`config.mk`:
```
export PLATFORM = sky130hd
export DESIGN_NAME = fetch_sequencer
export DESIGN_NICKNAME = d
export VERILOG_FILES = /design/src/rtl/fetch_sequencer.sv
export SDC_FILE = /design/constraint.sdc
export NUM_CORES = 1
export LEC_CHECK = 0
export ABC_AREA = 1
export BUFFER_PORTS_ARGS = -buffer_cell sky130_fd_sc_hd__clkbuf_2
export CAP_MARGIN = 5
export CORE_MARGIN = 2
export CORE_UTILIZATION = 50
export CTS_CLUSTER_DIAMETER = 80
export DETAILED_ROUTE_END_ITERATION = 8
export PLACE_DENSITY = 0.79
export SYNTH_ARGS = -nofsm -noshare
export SYNTH_HDL_FRONTEND = slang
export SYNTH_SLANG_ARGS = --single-unit
export TNS_END_PERCENT = 50
```
`constraint.sdc`:
```
create_clock -name clk -period 3.17 [get_ports clk]
set_input_delay 0.4755 -clock clk [delete_from_list [all_inputs] [get_ports clk]]
set_output_delay 0.4755 -clock clk [all_outputs]
set_load 0.03 [all_outputs]
```
`src/rtl/fetch_sequencer.sv`:
```
// Fetch/execute sequencer for the RV32I core: owns the PC, fetches one word at a time over a
// valid/ready port, strobes each instruction to the datapath and halts on system/illegal/misaligned events.
module fetch_sequencer #(
  parameter int              XLEN     = 32,
  parameter logic [XLEN-1:0] RESET_PC = '0
) (
  input  logic            clk,
  input  logic            reset,
  input  logic            run,
  output logic            imem_req_valid,
  input  logic            imem_req_ready,
  output logic [XLEN-1:0] imem_req_addr,
  input  logic            imem_rsp_valid,
  input  logic [31:0]     imem_rsp_data,
  output logic [31:0]     instr,
  output logic            instr_valid,
  input  logic            redirect_valid,
  input  logic [XLEN-1:0] redirect_pc,
  output logic [XLEN-1:0] pc,
  output logic [XLEN-1:0] retired_count,
  output logic            halted,
  output logic            fault
);

  typedef enum logic [2:0] {IDLE, REQ, WAIT, EXEC, HALT} state_t;

  localparam logic [31:0] ECALL_W  = 32'h0000_0073;
  localparam logic [31:0] EBREAK_W = 32'h0010_0073;

  state_t state;

  function automatic logic [XLEN-1:0] wrap_inc(input logic [XLEN-1:0] v, input logic [XLEN-1:0] step);
    return v + step;
  endfunction

  function automatic logic is_system(input logic [31:0] w);
    return (w == ECALL_W) || (w == EBREAK_W);
  endfunction

  assign imem_req_addr = pc;

  always_ff @(posedge clk) begin
    if (reset) begin
      state          <= IDLE;
      pc             <= RESET_PC;
      instr          <= '0;
      retired_count  <= '0;
      instr_valid    <= 1'b0;
      imem_req_valid <= 1'b0;
      halted         <= 1'b0;
      fault          <= 1'b0;
    end else begin
      instr_valid <= 1'b0;
      unique case (state)
        IDLE: begin
          if (run) begin
            state          <= REQ;
            imem_req_valid <= 1'b1;
          end
        end
        REQ: begin
          if (imem_req_ready) begin
            state          <= WAIT;
            imem_req_valid <= 1'b0;
          end
        end
        WAIT: begin
          if (imem_rsp_valid) begin
            instr       <= imem_rsp_data;
            instr_valid <= 1'b1;
            state       <= EXEC;
          end
        end
        EXEC: begin
          // Checks are ordered: encoding, system call, then redirect alignment.
          if (instr[1:0] != 2'b11) begin
            state  <= HALT;
            halted <= 1'b1;
            fault  <= 1'b1;
          end else if (is_system(instr)) begin
            state         <= HALT;
            halted        <= 1'b1;
            retired_count <= wrap_inc(retired_count, XLEN'(1));
          end else if (redirect_valid && (redirect_pc[1:0] != 2'b00)) begin
            state  <= HALT;
            halted <= 1'b1;
            fault  <= 1'b1;
          end else begin
            retired_count <= wrap_inc(retired_count, XLEN'(1));
            pc            <= redirect_valid ? redirect_pc : wrap_inc(pc, XLEN'(4));
            if (run) begin
              state          <= REQ;
              imem_req_valid <= 1'b1;
            end else begin
              state <= IDLE;
            end
          end
        end
        HALT: begin
          state <= HALT;
        end
        default: begin
          state <= IDLE;
        end
      endcase
    end
  end

endmodule

```
Yosys cells after proc, flatten, opt, wreduce, memory -nomap -nowiden
Index checks and enable logic that the tools add are counted.
{"block": "classes", "eq_ne": 15, "muxes": 23, "addsub": 2, "n_bitwise": 4, "n_reduce_logical": 15}
{"cell": "$mux W32", "count": 3}
{"cell": "$add A32 B1 Y32 const B", "count": 1}
{"cell": "$add A32 B3 Y32 const B", "count": 1}
{"cell": "$eq A32 B21 Y1 const B", "count": 1}
{"cell": "$eq A32 B7 Y1 const B", "count": 1}
{"cell": "$mux W3", "count": 6}
{"cell": "$ne A2 B2 Y1 const B", "count": 9}
{"cell": "$pmux W3 S5", "count": 1}
{"cell": "$mux W1", "count": 12}
{"cell": "$reduce_and A3 Y1", "count": 3}
{"cell": "$eq A3 B2 Y1 const B", "count": 2}
{"cell": "$reduce_bool A3 Y1", "count": 2}
{"cell": "$reduce_and A5 Y1", "count": 1}
{"cell": "$not A1 Y1", "count": 4}
{"cell": "$reduce_and A2 Y1", "count": 2}
{"cell": "$reduce_and A4 Y1", "count": 1}
{"cell": "$reduce_bool A2 Y1", "count": 2}
{"cell": "$eq A3 B1 Y1 const B", "count": 1}
{"cell": "$eq A3 B3 Y1 const B", "count": 1}
{"cell": "$logic_not A3 Y1", "count": 1}
{"cell": "$pmux W1 S3", "count": 1}
{"cell": "$reduce_or A2 Y1", "count": 1}
{"cell": "$logic_and A1 B1 Y1", "count": 1}
{"cell": "$logic_or A1 B1 Y1", "count": 1}
{"block": "totals", "in_bits": 70, "ff_bits": 103, "elab_cells": 67}

Logic depth before layout (Yosys ltp)
Gate-level depths: netlist of the first run.
{"block": "logic_depth", "depth_word": 6, "mapped_depth": 12, "depth_no_buf": 11}

Worst setup path before layout of the first run
OpenSTA, ideal clock, no wires.
{"block": "synth_timing", "kind": "register to register", "startpoint": "register pc[2], in the netlist imem_req_addr[2]", "endpoint": "register pc[16], in the netlist imem_req_addr[16]", "path_stages_with_launch": 11, "path_slack_ns": 1.387, "synth_period_minus_slack_ns": 1.783, "arrival_ns": 1.651, "cell_sequence": "dfxtp_1 -> ha_1 -> nand2_1 -> nor2_4 -> nand2_2 -> nor2_4 -> nand4_1 -> nand3_1 -> nand2_1 -> nand2_1 -> a21oi_1"}
{"block": "synth_between", "elab_chain_len": 2}
{"item": "from (decl)", "line": "19", "source": "output logic [XLEN-1:0] pc,"}
{"item": "from (signal assigned)", "line": "90", "source": "pc <= redirect_valid ? redirect_pc : wrap_inc(pc, XLEN'(4));"}
{"item": "$add A32 B3 Y32", "line": "33", "source": "return v + step;"}
{"item": "$mux W32", "line": "90"}
Every way passes these cells.
A chain may end at the register's enable or synchronous reset.

Worst setup path after layout of the first run
Same ends and word-level chain as after synthesis.

==> out/metrics.yaml, run 1 <==
sta:
  period_minus_slack_ns: 2.030
  max_freq_ghz: 0.4925
  report.final.setup_viol: 0
  drv_slew: 0
  slew_headroom_pct: 33.86
  fin_skew_ns: 0.009218
  tightest_slew_ns: 0.9910
  hold_viol: 0
  hold_ws_ns: 0.3711
  min_period_over_period_pct: 64.05
  rsz0062_at_grt: "false"
  setup-tns-final_ns: 0
detailed_routing:
  wl_per_cell_um: 13.81
  vias: 6730
  drtIter0Drc: 611
  drc: 0
  wl_mm: 17.77
  drtAntennaViolNets: 0
  vias_per_cell: 5.229
  firstDrtPassIters: 7
clock_network:
  cts_max_level: 3
  hold_buffers: 0
  cts_buffers: 9
  clk_path_buf_depth: 2
  cts_resized: 0
  cts_sinks: 103
  cts_tree: "built"
  path_clk_slew_ns: 0.07
  cts_root_buffer: "clkbuf_16"
  post_cts_buffers: 0
  clk_latency_ns: 0.35
worst_setup_path:
  crit_path_end_kind: "flip-flop"
  cp_slowest_stage_delay_ns: 0.56
  critPathKind: "reg2reg"
  required_ns: 3.44
  cp.arrival_ns: 2.30
  cpMostUsedCell: "nand2_1"
  cp-start-kind: "flip-flop"
  crit_chain: "ha_1, nand2_1, nor2_4, nand2_2, nor2_4, nand3_1, nand2_1, nand3_1, nand2_1, nand2_1, a21oi_1"
  worstPathMaxFanout: 8
  cp_slowest_cell: "dfxtp_1"
place:
  io_buffers: 201
  dp_hpwl_mm: 13.31
  gp_congestion: 0.9738
  dp.cells: 1271
  dpl_cell_area_mm2: 0.007013
layout:
  drive_above_1_share_pct: 24.49
  n_antenna_cell: 0
  final_cell_mix: "nand2_1, clkbuf_2, nor2_1"
  seqCellArea_mm2: 0.002062
  multi_input_area_mm2: 0.003385
  nNetsFinal: 1186
  fillerInstances: 1189
  mostFrequentLayoutCell: "nand2_1"
  fin_area_mm2: 0.007318
  area.growth.synth_to_final_pct: 18.31
  final_core_util_pct: 60.67
  layout.cells.non_filler: 1287
yosys:
  ys_warn_count: 0
  synthCells: 967
  synthesis.nets: 1039
  avgSynthCellArea_um2: 6.397
  synth_area_leader_cell: "dfxtp_1"
  ys_seq_area_share_pct: 33.33
  synth_edf_count: 0
  synth_ff_type: "dfxtp_1"
  synthTopCellsByArea: "dfxtp_1, nand2_1, nor2_1, a21oi_1, inv_1"
  synth-async-reset-ratio_pct: 0
  syn_area_mm2: 0.006186
  ys_seq_elements: 103
  synth_top_area_share_pct: 33.33
  ys_types: 42
power_and_ir_drop:
  ir_worst_vdd_mv: 0.2039
  power_density_mw_per_mm2: 384.4
  p_leak_uw: 0.003084
global_route:
  grtUsageTotal_pct: 26.42
  antenna_found_initial: 0
  grt_pass1_vias: 5837
  grt_pass1_wl_mm: 28.26
  grt_max_degree: 69
  grt_overflow_total: 0
run_status:
  status: "finished clean"
floorplan:
  die_h_um: 115.2
  die_area_mm2: 0.01328
  ios: 202
  initial_utilization_pct: 51.29
  rows: 40
  core_mm2: 0.01206
  die_x_um: 115.2
min_path:
  hp-class: "in2reg"
run:
  max-cap-violations: 0
[logic make-up after synthesis]
| kind of cell | share of synthesized area [%] |
|---|---|
| simple gates | 36.08 |
| xor+xnor | 2.973 |
| compound gates | 15.25 |
| fa+ha+maj | 0.4045 |
| buf+inv | 11.95 |
| flops | 33.33 |
[critical path, delay by kind of cell (launching register included)]
kind | cells | cell delay (ns)
AO/OA/AOI/OAI | 1 | 0.11
adder cells (fa/ha/maj) | 1 | 0.24
flip-flops | 1 | 0.56
AND/OR/NAND/NOR | 9 | 1.05
[flip-flops by register name (all words and copies together), names as in the netlist]
register and flops:
state 3, instr 32, retired_count 32, imem_req_valid 1
halted 1, instr_valid 1, imem_req_addr 32, fault 1
[cell type report]
cell class	count	area share [%]
sequential	103	28.18
tap	168	2.872
clock buffer	10	3.129
inverter	80	4.172
timing repair buffer	207	14.36
clock inverter	6	1.043
multi-input combinational	713	46.25
[worst paths after layout]
kind                            slack [ns]                        endpoint                     startpoint  depth (start not counted)
worst max-delay path                  1.14  imem_req_addr[16]$_SDFFE_PP0P_  imem_req_addr[2]$_SDFFE_PP0P_                         11
worst min-delay path                  0.37           instr[0]$_SDFFE_PP0P_               imem_rsp_data[0]                          3
worst max register to register        1.14  imem_req_addr[16]$_SDFFE_PP0P_  imem_req_addr[2]$_SDFFE_PP0P_                         11
worst min register to register        0.46             halted$_SDFFE_PP0P_            halted$_SDFFE_PP0P_                          2
[synthesized netlist by cell type (3+ instances only)]
master	instances
a211oi_1	3
a21boi_0	6
a21oi_1	88
a21oi_2	11
a31oi_1	3
buf_2	13
buf_4	34
buf_6	3
clkbuf_1	18
dfxtp_1	103
inv_1	72
inv_2	6
nand2_1	284
nand2_2	8
nand3_1	45
nand3b_1	9
nand4_1	11
nor2_1	131
nor2_2	5
nor2_4	5
nor3_1	19
o21ai_0	38
o21ai_2	9
xnor2_1	4
xor2_1	17
[stage by stage]
stage	power, µW	setup WS (ns)
after floorplan	1583	1.387
after global placement	1690	0.9701
after detailed placement	1693	0.9146
after CTS	2823	1.125
after global routing	2910	0.9534
final	2813	1.140
[routing by layer]
layer | part of all wire [%] | global-route usage (%) | wire [µm]
met1 | 45 | 35.64 | 7939
met5 | 0 | 0 | 0
met4 | 3.0 | 10.76 | 535
met3 | 7.1 | 3.532 | 1254
met2 | 45 | 42.78 | 8041
[report_power, final]
group	total [µW]	switching (µW)	internal [µW]
Sequential	1350	19.3	1330
Clock	1150	522	627
Combinational	317	211	107
(Power assumes the default switching activity.)
==> inputs of run 2 (changes only) <==
Settings changed: ABC_AREA 1 to 0, PLACE_DENSITY 0.79 to 0.81.
Clock period 3.17 ns to 2 ns, I/O delays scaled along.
==> out/metrics.yaml, run 2 <==
yosys:
  synth-async-reset-ratio_pct: 0
  synth_simple_gate_area_share_pct: 27.89
  ys_seq_elements: 103
  ys_warn_count: 0
  synthXorXnorAreaFrac_pct: 0
  yosysMostFrequentCell: "nand2_1"
  ys_seq_area_share_pct: 38.36
  avgSynthCellArea_um2: 7.701
  synth.area.mux_share_pct: 1.234
  synthCells: 698
  synth_top_family_by_area: "simple AND/OR/NAND/NOR gates"
  synthTopCellsByArea: "dfxtp_1, a21oi_1, nand2_1, buf_4, o31ai_1"
  ys_types: 56
  synthAdderAreaFrac_pct: 0.4655
  synth_area_leader_cell: "dfxtp_1"
  synth_ff_type: "dfxtp_1"
  synth_top_area_share_pct: 38.36
  synth_compound_gate_area_share_pct: 23.09
  synth_edf_count: 0
  syn_area_mm2: 0.005375
  synth_common_cells: "nand2_1, dfxtp_1, a21oi_1, clkbuf_1, nor2_1"
  synthesis.nets: 770
sta:
  report.final.setup_viol: 65
  setup_ws_ns: -0.2519
  period_minus_slack_ns: 2.252
  drv_slew: 0
  slew_headroom_pct: 53.51
  rsz0062_at_grt: "true"
  max_freq_ghz: 0.4441
  tightest_slew_ns: 0.6951
  hold_viol: 0
  min_period_over_period_pct: 112.6
  setup-tns-final_ns: -9.084
  fin_skew_ns: 0.01313
place:
  io_buffers: 201
  dp_slack_ns: -0.3478
  gp_congestion: 0.8613
  dpl_cell_area_mm2: 0.006950
  dp_hpwl_mm: 11.69
global_route:
  grt_pass1_vias: 5674
  grt_overflow_total: 0
  grt_max_degree: 52
  grt_pass1_wl_mm: 27.21
  antenna_found_initial: 0
  grtUsageTotal_pct: 28.72
clock_network:
  cts_sinks: 103
  cts_max_level: 3
  hold_buffers: 0
  cts_tree: "built"
  path_clk_slew_ns: 0.11
  cts_root_buffer: "clkbuf_8"
  clk_path_buf_depth: 2
  clk_latency_ns: 0.38
  cts_buffers: 9
layout:
  final_cell_mix: "clkbuf_2, nand2_1, buf_4"
  multi_input_area_mm2: 0.003194
  drive_above_1_share_pct: 42.57
  seqCellArea_mm2: 0.002079
  fin_area_mm2: 0.007533
  area.growth.synth_to_final_pct: 40.15
  mostFrequentLayoutCell: "clkbuf_2"
  fillerInstances: 785
  nNetsFinal: 1009
  n_antenna_cell: 0
worst_setup_path:
  regToRegStartpoint: "instr[27]$_SDFFE_PP0P_"
  worstPathMaxFanout: 8
  cp-start-kind: "flip-flop"
  crit_path_end_kind: "flip-flop"
  rr_worst_depth: 7
  required_ns: 2.32
  r2r-end: "retired_count[23]$_SDFFE_PP0P_"
  cp-endpoint: "retired_count[23]$_SDFFE_PP0P_"
  rrSetupSlack_ns: -0.25
  critPathKind: "reg2reg"
  crit_start: "instr[27]$_SDFFE_PP0P_"
  cp.arrival_ns: 2.57
power_and_ir_drop:
  clkPwrFrac_pct: 33.0
  combPwrFrac_pct: 11.5
  power_frac_seq_pct: 55.5
  swShare_pct: 27.82
  p_sw_uw: 1045
  p_int_uw: 2710
  ir_worst_vdd_mv: 0.3664
  p_leak_uw: 0.003141
  power_uw: 3755
  power_density_mw_per_mm2: 498.4
floorplan:
  die_area_mm2: 0.01160
  die_h_um: 107.7
  rows: 37
  core_mm2: 0.01037
  initial_utilization_pct: 51.83
  die_x_um: 107.7
  ios: 202
detailed_routing:
  drtAntennaViolNets: 0
  wl_met1_mm: 7.002
  met3WireLength_mm: 1.517
  vias: 6303
  drc: 0
  wl_mm: 17.61
  drtIter0Drc: 569
  top_layer_used: "met4"
  firstDrtPassIters: 5
  wl_per_cell_um: 16.33
  vias_per_cell: 5.847
  route.met2.wl_mm: 8.615
run_status:
  violations: "setup timing"
  status: "complete, but fails checks"
min_path:
  hp-class: "in2reg"
run:
  max-cap-violations: 0
==> run 2: cell count changes after synthesis, moves of 15 or more <==
cell and change:
clkbuf_1 +25, xor2_1 -17, nand2_1 -175, or4_1 +25, nand3_1 -15, o31ai_1 +29
nor2_1 -94, nor4_1 +15, inv_1 -64
==> run 2: timing repair <==
item	CTS	global route
buffers inserted	7	8
resized for setup	19	49
endpoints found under the setup margin	65	66
cloned	4	1
pin swaps	13	21
==> run 2: worst min path at each step <==
stage | from | to | depth (start not counted) | slack, ns
5_1_grt | imem_rsp_data[30] | instr[30]$_SDFFE_PP0P_ | 3 | 0.12
4_1_cts | imem_rsp_data[4] | instr[4]$_SDFFE_PP0P_ | 3 | 0.11
3_5_place_dp | halted$_SDFFE_PP0P_ | halted$_SDFFE_PP0P_ | 2 | 0.45
2_1_floorplan | imem_rsp_data[23] | instr[23]$_SDFFE_PP0P_ | 2 | 0.43
3_3_place_gp | halted$_SDFFE_PP0P_ | halted$_SDFFE_PP0P_ | 2 | 0.44
6_report | imem_rsp_data[30] | instr[30]$_SDFFE_PP0P_ | 3 | 0.13
==> run 2: critical path, stage by stage, from the launching register on <==
cell	delay [ns]
dfxtp_2	0.33
or4b_4	0.54
nor4_4	0.29
buf_6	0.16
buf_4	0.12
a21boi_4	0.08
or4_1	0.52
a21oi_1	0.15
==> run 2: cells by family (layout without fill, tap and decap cells) <==
| kind of cell | Yosys count | count (layout) |
|---|---|---|
| fa+ha+maj | 2 | 2 |
| simple gates | 293 | 293 |
| mux | 6 | 6 |
| flops | 103 | 103 |
| compound gates | 202 | 206 |
| buf+inv | 92 | 332 |
==> run 2: area by class of cell <==
type,count,share of cell area (%)
clock buffers,9,1.644
inverters,9,0.4484
repair buffers,307,24.95
well taps,136,2.259
flip-flops and latches,103,27.60
multi-input cells,507,42.40
clock inverters,7,0.6976
==> run 2: routing by layer <==
metal	vias to the layer above	track usage [%]
met5	-	0
met4	0	11.63
met3	45	5.266
met2	342	47.30
met1	2908	37.00
li1	3008	-
==> run 2: metrics by stage <==
stage / cells / util (%) / hold slack, ns
floorplan: 698 / - / 0.4256
global route: 1078 / 72.65 / 0.1225
finish: 1078 / 72.65 / 0.1257
global placement: 1042 / 67.02 / 0.4397
CTS: 1069 / 70.49 / 0.1149
detailed placement: 1042 / 67.02 / 0.4455
==> run 2: power groups by stage <==
stage                     clock network, µW  logic, µW  registers (µW)
after floorplan                           0        164            2170
after global placement                    0        379            2130
after detailed placement                  0        388            2130
after CTS                              1250        411            2080
after global routing                   1330        464            2090
final                                  1240        432            2080
==> inputs of run 3 (changes only) <==
Settings changed: CORE_ASPECT_RATIO set to 0.75.
==> out/metrics.yaml, run 3 (synthesis results as in run 2) <==
run_status:
  status: "complete, but fails checks"
  violations: "setup timing"
clock_network:
  hold_buffers: 0
  cts_buffers: 9
  cts_tree: "built"
  clk_path_buf_depth: 2
  cts_max_level: 3
  path_clk_slew_ns: 0.07
  cts_root_buffer: "clkbuf_16"
  cts_sinks: 103
  clk_latency_ns: 0.35
sta:
  period_minus_slack_ns: 2.277
  hold_ws_ns: 0.1637
  drv_slew: 0
  slew_headroom_pct: 58.53
  fin_skew_ns: 0.004157
  report.final.setup_viol: 63
  hold_viol: 0
  rsz0062_at_grt: "true"
  tightest_slew_ns: 0.6220
  setup_ws_ns: -0.2768
  max_freq_ghz: 0.4392
  min_period_over_period_pct: 113.8
power_and_ir_drop:
  p_leak_uw: 0.003206
  power_density_mw_per_mm2: 557.2
  ir_worst_vdd_mv: 0.4819
  power_uw: 4312
  power_frac_seq_pct: 48.3
  clkPwrFrac_pct: 42.2
  swShare_pct: 25.44
  p_sw_uw: 1097
  p_int_uw: 3215
  combPwrFrac_pct: 9.4
worst_setup_path:
  required_ns: 2.28
  regToRegStartpoint: "instr[23]$_SDFFE_PP0P_"
  crit_chain: "or4_4, nor4_4, buf_4, a21boi_4, clkbuf_16, or4_4, a21oi_2"
  crit_start: "instr[23]$_SDFFE_PP0P_"
  cp_slowest_cell: "or4_4"
  r2r-end: "retired_count[12]$_SDFFE_PP0P_"
  cp.arrival_ns: 2.56
  rrSetupSlack_ns: -0.28
  worstPathMaxFanout: 8
  cp_slowest_stage_delay_ns: 0.54
  crit_path_end_kind: "flip-flop"
  cp-start-kind: "flip-flop"
  cpMostUsedCell: "or4_4"
  critPathKind: "reg2reg"
  rr_worst_depth: 7
layout:
  drive_above_1_share_pct: 44.55
  n_antenna_cell: 0
  mostFrequentLayoutCell: "clkbuf_2"
  final_cell_mix: "clkbuf_2, nand2_1, dfxtp_1"
  fillerInstances: 749
  seqCellArea_mm2: 0.002079
  layout.cells.non_filler: 1072
  fin_area_mm2: 0.007740
  multi_input_area_mm2: 0.003254
  nNetsFinal: 1003
  area.growth.synth_to_final_pct: 43.99
detailed_routing:
  drtAntennaViolNets: 0
  vias_per_cell: 5.937
  wl_mm: 18.11
  drc: 0
  firstDrtPassIters: 5
  vias: 6364
  wl_per_cell_um: 16.89
  drtIter0Drc: 652
floorplan:
  initial_utilization_pct: 51.83
  core_mm2: 0.01037
  die_h_um: 93.79
  die_area_mm2: 0.01160
  rows: 32
  die_x_um: 123.7
  ios: 202
min_path:
  min_from: "imem_rsp_data[23]"
  min_delay_path_depth: 3
  hp-class: "in2reg"
  hold_end: "instr[23]$_SDFFE_PP0P_"
place:
  dp.cells: 1038
  dpl_cell_area_mm2: 0.006945
  dp_hpwl_mm: 11.91
  io_buffers: 201
  gp_congestion: 0.8853
  dp_slack_ns: -0.3177
global_route:
  grt_max_degree: 65
  grtUsageTotal_pct: 29.82
  grt_pass1_vias: 5809
  antenna_found_initial: 0
  grt_overflow_total: 0
  grt_pass1_wl_mm: 27.87
run:
  max-cap-violations: 0
-- run 3: what timing repair did --
action	4_1_cts	5_1_grt
gates cloned	4	0
resized for setup	41	54
pin swaps	37	16
setup buffers	12	3
endpoints found under the setup margin	63	69
-- run 3: how the worst max path moves through the flow --
stage,end,slack [ns],cells after the start
global route,retired_count[12]$_SDFFE_PP0P_,-0.36,7
floorplan,retired_count[29]$_SDFFE_PP0P_,-0.29,6
detailed placement,retired_count[4]$_SDFFE_PP0P_,-0.32,6
CTS,retired_count[4]$_SDFFE_PP0P_,-0.25,7
finish,retired_count[12]$_SDFFE_PP0P_,-0.28,7
global placement,retired_count[26]$_SDFFE_PP0P_,-0.25,6
-- run 3: worst max-delay path, delay by kind of cell, from the launching register on --
kind	cells	cell delay, ns
flip-flops	1	0.34
AO/OA/AOI/OAI	2	0.26
AND/OR/NAND/NOR	3	1.23
buffers and inverters	2	0.37
-- run 3: metrics by stage --
step	util (%)	TNS, ns
floorplan	-	-8.393
global placement	66.98	-9.444
detailed placement	66.98	-12.71
CTS	72.41	-9.835
global route	74.64	-14.45
finish	74.64	-8.681
-- run 3: cell type report --
type                    instances  share of cell area, %
clock inverters                 7                  1.051
inverters                       9                 0.4365
clock buffers                   9                  2.910
repair buffers                303                  24.49
flip-flops and latches        103                  26.87
multi-input cells             505                  42.05
well taps                     136                  2.199
-- run 3: routing by layer --
metal	track usage, %	up-vias	part of all wire (%)
met4	8.428	0	2.0
met1	39.93	2987	43
met2	48.08	341	47
met3	6.735	43	7.9
li1	-	2993	-
met5	0	-	0
-- run 3: power by group through the flow --
stage	Sequential, µW	Combinational, µW	Clock, µW
2_1_floorplan	2170	164	0
3_3_place_gp	2130	367	0
3_5_place_dp	2130	376	0
4_1_cts	2080	393	1850
5_1_grt	2090	440	1920
6_report	2080	407	1820
